[config.mk]
export PLATFORM = sky130hd
export DESIGN_NAME = dp_arbiter_sched
export DESIGN_NICKNAME = d
export VERILOG_FILES = /design/src/rtl/dp_arbiter_sched.sv
export SDC_FILE = /design/constraint.sdc
export NUM_CORES = 1
export LEC_CHECK = 0
export ABC_AREA = 1
export BUFFER_PORTS_ARGS = -buffer_cell sky130_fd_sc_hd__buf_2
export CAP_MARGIN = 30
export CELL_PAD_IN_SITES_DETAIL_PLACEMENT = 1
export CELL_PAD_IN_SITES_GLOBAL_PLACEMENT = 1
export CORE_UTILIZATION = 31
export CTS_BUF_LIST = sky130_fd_sc_hd__clkbuf_16
export CTS_CLUSTER_DIAMETER = 40
export CTS_CLUSTER_SIZE = 40
export DETAILED_ROUTE_END_ITERATION = 8
export GPL_TIMING_DRIVEN = 0
export PLACE_DENSITY_LB_ADDON = 0.1
export SETUP_SLACK_MARGIN = 0.5
export SYNTH_ARGS = -nofsm -noshare
export SYNTH_HDL_FRONTEND = slang
export SYNTH_SLANG_ARGS = --single-unit
[constraint.sdc]
create_clock -name clk -period 1.4 [get_ports clk]
set_input_delay 0.14 -clock clk [delete_from_list [all_inputs] [get_ports clk]]
set_output_delay 0.14 -clock clk [all_outputs]
set_load 0.1 [all_outputs]
[src/rtl/dp_arbiter_sched.sv]
// Round-robin scheduler that shares one enable-driven operand datapath between
// two requesters and returns id-tagged results, stopping after N_OPS operations.
module dp_arbiter_sched #(
  parameter int N_OPS = 8,
  parameter int LAT   = 1
) (
  input  logic       clk,
  input  logic       reset,
  input  logic       start,
  input  logic       req0_valid,
  input  logic [3:0] req0_a,
  input  logic [3:0] req0_b,
  output logic       req0_ready,
  input  logic       req1_valid,
  input  logic [3:0] req1_a,
  input  logic [3:0] req1_b,
  output logic       req1_ready,
  output logic [3:0] op_a,
  output logic [3:0] op_b,
  output logic       sumen,
  output logic       multien,
  output logic       consten,
  output logic       erroren,
  input  logic [7:0] dp_result,
  output logic       rsp_valid,
  output logic       rsp_id,
  output logic [7:0] rsp_data,
  output logic       rsp_err,
  output logic [3:0] count,
  output logic       busy,
  output logic       done,
  output logic [2:0] dbg_state
);

  // Handshake: a pair transfers on any cycle where reqN_valid && reqN_ready.
  // ready is raised combinationally in ARB for the granted requester only, and
  // only while its valid is high; responses carry no backpressure.

  typedef enum logic [2:0] {
    S_IDLE  = 3'd0,
    S_ARB   = 3'd1,
    S_ISSUE = 3'd2,
    S_WAIT  = 3'd3,
    S_RESP  = 3'd4
  } state_t;

  localparam logic [1:0] WAIT_LAST = 2'(LAT - 1);
  localparam logic [3:0] OPS_LAST  = 4'(N_OPS);

  state_t     state_q, state_d;
  logic [3:0] count_q, count_d;
  logic       prio_q, prio_d;
  logic [3:0] op_a_q, op_a_d;
  logic [3:0] op_b_q, op_b_d;
  logic       id_q, id_d;
  logic [1:0] wait_q, wait_d;
  logic [7:0] rsp_data_q, rsp_data_d;

  logic grant_any;
  logic grant_id;
  logic is_err;

  // With both valid the pointer decides; otherwise the lone valid wins.
  assign grant_any = req0_valid | req1_valid;
  assign grant_id  = (req0_valid & req1_valid) ? prio_q : req1_valid;
  assign is_err    = (op_a_q == 4'd0) || (op_b_q == 4'd0);

  always_comb begin
    state_d    = state_q;
    count_d    = count_q;
    prio_d     = prio_q;
    op_a_d     = op_a_q;
    op_b_d     = op_b_q;
    id_d       = id_q;
    wait_d     = wait_q;
    rsp_data_d = rsp_data_q;
    req0_ready = 1'b0;
    req1_ready = 1'b0;
    sumen      = 1'b0;
    multien    = 1'b0;
    consten    = 1'b0;
    erroren    = 1'b0;
    case (state_q)
      S_IDLE: begin
        if (start) begin
          count_d = 4'd0;
          state_d = S_ARB;
        end
      end
      S_ARB: begin
        if (grant_any) begin
          req0_ready = ~grant_id;
          req1_ready = grant_id;
          op_a_d     = grant_id ? req1_a : req0_a;
          op_b_d     = grant_id ? req1_b : req0_b;
          id_d       = grant_id;
          state_d    = S_ISSUE;
        end
      end
      S_ISSUE: begin
        wait_d = 2'd0;
        if (is_err) begin
          erroren    = 1'b1;
          rsp_data_d = 8'd0;
          state_d    = S_RESP;
        end else begin
          if (op_a_q < op_b_q)       multien = 1'b1;
          else if (op_a_q == op_b_q) consten = 1'b1;
          else                       sumen   = 1'b1;
          state_d = S_WAIT;
        end
      end
      S_WAIT: begin
        if (wait_q == WAIT_LAST) begin
          rsp_data_d = dp_result;
          state_d    = S_RESP;
        end else begin
          wait_d = wait_q + 2'd1;
        end
      end
      S_RESP: begin
        count_d = count_q + 4'd1;
        prio_d  = ~prio_q;
        state_d = (count_d == OPS_LAST) ? S_IDLE : S_ARB;
      end
      default: state_d = S_IDLE;
    endcase
  end

  always_ff @(posedge clk) begin
    if (reset) begin
      state_q    <= S_IDLE;
      count_q    <= 4'd0;
      prio_q     <= 1'b0;
      op_a_q     <= 4'd0;
      op_b_q     <= 4'd0;
      id_q       <= 1'b0;
      wait_q     <= 2'd0;
      rsp_data_q <= 8'd0;
    end else begin
      state_q    <= state_d;
      count_q    <= count_d;
      prio_q     <= prio_d;
      op_a_q     <= op_a_d;
      op_b_q     <= op_b_d;
      id_q       <= id_d;
      wait_q     <= wait_d;
      rsp_data_q <= rsp_data_d;
    end
  end

  assign op_a      = op_a_q;
  assign op_b      = op_b_q;
  assign rsp_valid = (state_q == S_RESP);
  assign rsp_err   = (state_q == S_RESP) && is_err;
  assign rsp_id    = id_q;
  assign rsp_data  = rsp_data_q;
  assign count     = count_q;
  assign busy      = (state_q != S_IDLE);
  assign done      = (state_q == S_IDLE);
  assign dbg_state = state_q;

endmodule

==> reports/metrics.cfg, run 1 <==
[yosys]
synth.mux.area_fraction_pct=0
netlist_area_sq_mm=0.00139
yosysSeqAreaShare_pct=38.9
synthXorXnorAreaFrac_pct=0.631
synth_compound_area_share_pct=14.7
synthAdderAreaFrac_pct=5.41
synthCells=210
yosysWarnings=0
synth-seq-cells=27
synth_simple_gate_area_share_pct=30.9
synth.distinct_cells=18
synth_nets=245
synth_top_family_by_area=simple AND/OR/NAND/NOR gates
avgSynthCellArea_sq_um=6.61

[die]
row_count=23
num_io_pins=63
fp.dieH_microns=68.9
start_util_pct=33.5
dieWidth_microns=68.9

[cts]
cts_buffers=3
clock_path_buffers=2
cts.sinks=27
h-tree-depth=1
hold_buffers=0
root_buffer=clkbuf_16

[sta]
crit_endpoint=consten
worst_endpoint_kind=top-level output

[status]
first-error=[ERROR DPL-0033] detailed placement checks failed during check placement.
status=stopped before the end
failed_stage=global routing (5_1_grt)

[place]
placed_area_sq_mm=0.00191
port_buffers=61
dp_hpwl_mm=3.23
place.gp.congestion=0.768

[global_route]
antenna_found_initial=0
grt_max_degree=15

synthesized netlist by cell type:
| library cell | count | area, sq um |
|---|---|---|
| nand4_1 | 3 | 18.8 |
| inv_2 | 4 | 15.0 |
| nand3_1 | 5 | 25.0 |
| or2_2 | 2 | 12.5 |
| o21bai_1 | 1 | 7.51 |
| inv_1 | 28 | 105 |
| nand3_2 | 1 | 10.0 |
| clkbuf_1 | 3 | 11.3 |
| xor2_1 | 1 | 8.76 |
| o21ai_0 | 12 | 60.1 |
| a21oi_1 | 14 | 70.1 |
| a31oi_1 | 8 | 50.1 |
| dfxtp_1 | 27 | 541 |
| nand2_1 | 51 | 191 |
| o21ai_4 | 1 | 16.3 |
| nor2_1 | 39 | 146 |
| nor2_2 | 4 | 25.0 |
| ha_1 | 6 | 75.1 |
logic make-up after synthesis:
group | after synthesis
AOI/OAI and AO/OA | 36
and+or+nand+nor | 105
adders and majority gates | 6
buffers and inverters | 35
DFF | 27
xor gates and xnor gates | 1
stage by stage:
step	worst slack, ns	cells
after floorplan	-0.641	210
after global placement	-0.489	321
after detailed placement	-0.505	321
after CTS	-0.494	348
repair_timing:
| action | CTS |
|---|---|
| gates resized for setup | 203 |
| gates cloned | 1 |
| buffers inserted | 22 |
| endpoints found under the setup margin | 61 |
| pin swaps | 24 |
==> inputs of run 2 (changes only) <==
==> config.mk (replaced) <==
export PLATFORM = sky130hd
export DESIGN_NAME = dp_arbiter_sched
export DESIGN_NICKNAME = d
export VERILOG_FILES = /design/src/rtl/dp_arbiter_sched.sv
export SDC_FILE = /design/constraint.sdc
export NUM_CORES = 1
export LEC_CHECK = 0
export ABC_AREA = 1
export BUFFER_PORTS_ARGS = -buffer_cell sky130_fd_sc_hd__buf_2
export CAP_MARGIN = 30
export CORE_AREA = 2 2 63 65
export DETAILED_ROUTE_END_ITERATION = 8
export DIE_AREA = 0 0 65 67
export GPL_TIMING_DRIVEN = 0
export PLACE_DENSITY_LB_ADDON = 0.15
export SYNTH_ARGS = -nofsm -noshare
export SYNTH_HDL_FRONTEND = slang
export SYNTH_SLANG_ARGS = --single-unit
==> reports/metrics.cfg, run 2 <==
[status]
status=complete, but fails checks
violations=negative setup slack

[sta]
tightestPinTransition_ns=0.497
setup_viol=14
fin_crit_sh_pct=135
finalMaxSlewViolations=0
maxSlewHeadroom_pct=67.1
fmaxAchievable_ghz=0.529
fin_skew_ns=0.00102
setup_ws_ns=-0.489
rsz0062_at_grt=true
hold_viol_final=0
hold_ws_ns=0.109
min_period_ns=1.89

[power_and_ir_drop]
seqPwrFrac_pct=31.5
p_sw_share_pct=49.3
power_w=0.00286
p_leak_nw=1.09
irDropWorstVdd_mv=0.666
p_sw_w=0.00141
intPower_w=0.00145
power_frac_clock_pct=15.6
power_density_mw_per_mm2=1270
p_comb_share_pct=52.8

[finish]
area_growth_pct=62.6
drive_gt1_share_pct=46.6
fin_util_pct=62.6
largest_reg_flops=8
stdcell_count=340
antennaDiodeCount=0
postLayoutCellArea_sq_mm=0.00226
nets=328
mostFrequentLayoutCell=buf_2
final_cell_mix=buf_2, nand2_1, nor2_1

[worst_setup_path]
slowest_delay_ns=0.37
critPathCaptureType=output pin
slowest_stage=dfxtp_4
cp_num_buf_inv=3
critPathLaunch=op_b[1]
reg2reg_depth=11
worst-path-stages=9
worst-endpoint-arrival_ns=1.75
crit_chain=inv_4 > ha_4 > inv_2 > nor2_2 > o21ai_2 > nand2_1 > nand4_1 > nor2_4 > buf_12
crit_fanout=2
reg2reg_from=op_b[3]
path_delay_family=simple AND/OR/NAND/NOR gates
crit_type=flop to output pin
critPathRequiredTime_ns=1.26
startpoint_type=flop

[cts]
clock_latency_ns=0.27
cts_buffers=3  ; unchanged
cts.sinks=27  ; unchanged
clock_path_buffers=2  ; unchanged
hold_buffers=0  ; unchanged
cts_tree=built
h-tree-depth=1  ; unchanged
root_buffer=clkbuf_8
cts.reportedPaths.clkPinSlew_ns=0.09

[yosys]
synth_area_leaders=dfxtp_1, nand2_1, nor2_1
synth-seq-cells=27  ; unchanged
avgSynthCellArea_sq_um=6.61  ; unchanged
synth.distinct_cells=18  ; unchanged
synthArstFlopShare_pct=0  ; unchanged
synth_flop_cell=dfxtp_1
synth_common_cells=nand2_1, nor2_1, inv_1, dfxtp_1, a21oi_1
synth_edf_count=0  ; unchanged
yosysSeqAreaShare_pct=38.9  ; unchanged
yosysTopAreaCell=dfxtp_1
synth_nets=245  ; unchanged
yosysMostFrequentCell=nand2_1
yosysWarnings=0  ; unchanged
synthCells=210  ; unchanged
netlist_area_sq_mm=0.00139  ; unchanged
yosys.area.top_type_share_pct=38.9  ; unchanged

[global_route]
grt_first_pass_wirelength_mm=6.33
grtUsageMet1_pct=22.4
overflow=0
busiest_layer=met2
first_global_vias=1471
antenna_found_initial=0
use_met3_pct=2.53
track_usage_pct=18.7
grt_max_degree=15
use_met2_pct=33.8

[detailed_routing]
vias=1558
drc_errors=0
antenna_left=0
wl_mm=3.82
drt-initial-drc-count=30
firstDrtPassIters=4
routed_via_density=4.58
wl_per_cell_microns=11.2

[die]
dieWidth_microns=65  ; -5.7%
dieArea_sq_mm=0.00436
core_area_sq_mm=0.00361
fp.dieH_microns=67  ; -2.8%
num_io_pins=63  ; unchanged
start_util_pct=38.5  ; +5.0 points
row_count=22  ; -4.3%

[place]
dp_cells=319  ; -0.62%
place.gp.congestion=0.768  ; about the same
dp_hpwl_mm=2.64  ; -18%
placed_area_sq_mm=0.00189  ; -1.0%
port_buffers=61  ; unchanged

[worst_hold_path]
hold_depth=3
worstHoldStart=req0_b[0]
min_path_type=primary input to flop

[job]
maxCapViolCount=0

## run 2: metal layers
metal  part of all wire, %  up-vias  routed length [microns]
met2                    48       36                     1850
met3                   4.4        7                      166
li1                      -      835                        -
met4                   1.7        0                       64
met1                    45      680                     1730
met5                     0        -                        0
## run 2: through the flow
step | setup WS [ns] | TNS, ns
2_1_floorplan | -0.641 | -6.68
3_3_place_gp | -0.494 | -1.58
3_5_place_dp | -0.489 | -1.65
4_1_cts | -0.482 | -1.82
5_1_grt | -0.604 | -5.14
6_report | -0.489 | -3.64
## run 2: worst paths after layout
path                                    end  slack (ns)
worst min register to register    wait_q[0]        0.46
worst max-delay path                consten       -0.49
worst min-delay path                op_b[0]        0.11
worst max register to register  rsp_data[5]       -0.25
## run 2: final cells by class
type / instances / area, sq um
inverter: 32 / 136
timing repair buffer: 77 / 556
clock buffer: 4 / 45.0
timing repair inverter: 1 / 7.51
sequential: 27 / 586
multi-input combinational: 148 / 857
tap: 48 / 60.1
buffer: 3 / 11.3
fill: 329 / 1350
## run 2: worst min-delay path, stage by stage
cell and delay (ns):
buf_2 0.10, nand2_1 0.05, a31oi_1 0.06
## run 2: what timing repair did
| action | in CTS | in global routing |
|---|---|---|
| gates resized for setup | 43 | 10 |
| endpoints found under the setup margin | 18 | 18 |
| pin swaps | 10 | 4 |
| gates cloned | 0 | 1 |
| setup buffers | 14 | 4 |
## run 2: power by group through the flow
stage | Combinational (W) | Sequential [W] | Clock, W
floorplan | 0.000610 | 0.00139 | 0
global placement | 0.00128 | 0.000921 | 0
detailed placement | 0.00128 | 0.000921 | 0
CTS | 0.00149 | 0.000901 | 0.000462
global route | 0.00161 | 0.000913 | 0.000496
finish | 0.00151 | 0.000902 | 0.000447
## run 2: logic make-up after synthesis
kind of cell	count (synthesis)	synth area share [%]
buffers and inverters	35	9.46
adders and majority gates	6	5.41
AOI/OAI and AO/OA	36	14.7
xor gates and xnor gates	1	0.631
and+or+nand+nor	105	30.9
DFF	27	38.9
No activity file was read; power rests on OpenSTA's default activity.
==> inputs of run 3 (changes only) <==
--- a/config.mk
+++ b/config.mk
@@ -7,11 +7,10 @@
 export LEC_CHECK = 0
 export ABC_AREA = 1
 export BUFFER_PORTS_ARGS = -buffer_cell sky130_fd_sc_hd__buf_2
-export CAP_MARGIN = 30
+export CAP_MARGIN = 40
 export CORE_AREA = 2 2 63 65
 export DETAILED_ROUTE_END_ITERATION = 8
 export DIE_AREA = 0 0 65 67
-export GPL_TIMING_DRIVEN = 0
 export PLACE_DENSITY_LB_ADDON = 0.15
 export SYNTH_ARGS = -nofsm -noshare
 export SYNTH_HDL_FRONTEND = slang
==> reports/metrics.cfg, run 3 (synthesis results as in run 2) <==
[status]
status=complete, but fails checks
violations=negative setup slack

[sta]
hold_viol_final=0  ; unchanged
setup_ws_ns=-0.515  ; -0.0256 ns
finalMaxSlewViolations=0  ; unchanged
fin_skew_ns=0.00727  ; +0.00626 ns
fmaxAchievable_ghz=0.522  ; -1.3%
hold_ws_ns=0.105  ; -0.00414 ns
setup_viol=15  ; +1
fin_crit_sh_pct=137  ; +1.8 points
tightestPinTransition_ns=0.490  ; -0.00713 ns
rsz0062_at_grt=true
maxSlewHeadroom_pct=67.5  ; +0.47 points
min_period_ns=1.91  ; +0.0256 ns

[power_and_ir_drop]
seqPwrFrac_pct=29.2  ; -2.3 points
irDropWorstVdd_mv=0.792  ; +19%
power_density_mw_per_mm2=1240  ; -2.2%
p_leak_nw=1.19  ; +9.9%
power_frac_clock_pct=14.6  ; -1.0 points
p_sw_share_pct=48.0  ; -1.3 points
p_sw_w=0.00146  ; +3.7%
p_comb_share_pct=56.2  ; +3.4 points
intPower_w=0.00159  ; +9.5%

[detailed_routing]
drt-initial-drc-count=81  ; +170%
routed_via_density=4.66  ; +1.7%
wl_per_cell_microns=11.8  ; +4.9%
vias=1640  ; +5.3%
drc_errors=0  ; unchanged
wl_mm=4.14  ; +8.6%
antenna_left=0  ; unchanged
firstDrtPassIters=4  ; unchanged

[global_route]
grt_max_degree=17  ; +2
grt_first_pass_wirelength_mm=6.89  ; +8.7%
antenna_found_initial=0  ; unchanged
track_usage_pct=20.5  ; +1.7 points
overflow=0  ; unchanged
first_global_vias=1574  ; +7.0%

[worst_setup_path]
critPathRequiredTime_ns=1.26  ; about the same
crit_chain=inv_2 > ha_4 > inv_2 > nor2_2 > o21ai_1 > nand2_1 > nand4_1 > nor2_4 > buf_12
worst-endpoint-arrival_ns=1.77  ; +0.02 ns
r2r_setup_slack_ns=-0.10  ; +0.15 ns
slowest_delay_ns=0.36  ; about the same
crit_type=flop to output pin
path_delay_family=simple AND/OR/NAND/NOR gates
critPathCaptureType=output pin
slowest_stage=dfxtp_4
startpoint_type=flop
cp_num_buf_inv=3  ; unchanged
cp_common_cell=inv_2
crit_fanout=2  ; unchanged

[finish]
antennaDiodeCount=0  ; unchanged
nets=340  ; +3.7%
largest_reg_flops=8  ; unchanged
final_cell_mix=buf_2, nand2_1, nor2_1
postLayoutCellArea_sq_mm=0.00246  ; +9.0%
nFillCells=309  ; -6.1%
mostFrequentLayoutCell=buf_2
area_growth_pct=77.3
drive_gt1_share_pct=51.3  ; +4.7 points

[place]
dp_worst_setup_slack_ns=-0.200  ; +0.289 ns
placed_area_sq_mm=0.00218  ; +15%
dp_hpwl_mm=2.90  ; +10%
place.gp.congestion=0.791  ; +3.0%
port_buffers=62  ; +1.6%

[cts]
h-tree-depth=1  ; unchanged
hold_buffers=0  ; unchanged
cts_buffers=3  ; unchanged
cts.sinks=27  ; unchanged
cts.reportedPaths.clkPinSlew_ns=0.10  ; about the same
root_buffer=clkbuf_8
clock_latency_ns=0.27  ; about the same
clock_path_buffers=2  ; unchanged
cts_tree=built

[die]
start_util_pct=38.5  ; unchanged
dieArea_sq_mm=0.00436  ; unchanged
dieWidth_microns=65  ; unchanged
num_io_pins=63  ; unchanged
row_count=22  ; unchanged
fp.dieH_microns=67  ; unchanged
core_area_sq_mm=0.00361  ; unchanged

[job]
maxCapViolCount=0  ; unchanged

[worst_hold_path]
min_path_type=primary input to flop

[run 3: final cells by class]
cell class	instances	area (sq um)	area share [%]
multi-input cells	148	887	36.0
inverters	32	134	5.44
clock inverters	1	5.00	0.203
repair buffers	93	748	30.4
well taps	48	60.1	2.44
clock buffers	3	41.3	1.68
flip-flops and latches	27	587	23.8
[run 3: worst min-delay path, cell delays in order]
cell and delay (ns):
buf_2 0.09, nand2_1 0.05, a31oi_1 0.06
[run 3: per-layer routing]
metal	wire length, microns	GRT usage [%]
met2	2110	38.0
met4	48	6.12
met1	1820	24.2
met3	163	2.87
met5	0	0
[run 3: stage by stage]
step                      cells  total power (W)  utilization, %  TNS [ns]
final                       352          0.00305            68.3     -2.45
after CTS                   348          0.00300            65.8     -1.55
after floorplan             210          0.00200               -     -6.68
after global routing        352          0.00320            68.3     -3.82
after global placement      336          0.00244            60.4    -0.444
after detailed placement    336          0.00244            60.4    -0.458
[run 3: power by group through the flow]
stage,clock (W),combinational [W],sequential [W]
floorplan,0,0.000610,0.00139
global placement,0,0.00153,0.000906
detailed placement,0,0.00153,0.000908
CTS,0.000457,0.00164,0.000896
global route,0.000486,0.00181,0.000903
finish,0.000445,0.00171,0.000892
[run 3: repair_timing]
| action | 4_1_cts | 5_1_grt |
|---|---|---|
| gates resized for setup | 22 | 18 |
| endpoints found under the setup margin | 16 | 21 |
| pin swaps | 9 | 12 |
| endpoints found under the hold margin | 0 | 0 |
| setup buffers | 8 | 4 |
[run 3: path summary, 6_finish.rpt]
| kind | endpoint | cells past startpoint | start |
|---|---|---|---|
| max | sumen | 9 | op_b[1] |
| min | op_b[1] | 3 | req0_b[1] |
| max reg2reg | rsp_data[7] | 11 | op_b[1] |
| min reg2reg | wait_q[0] | 1 | wait_q[0] |
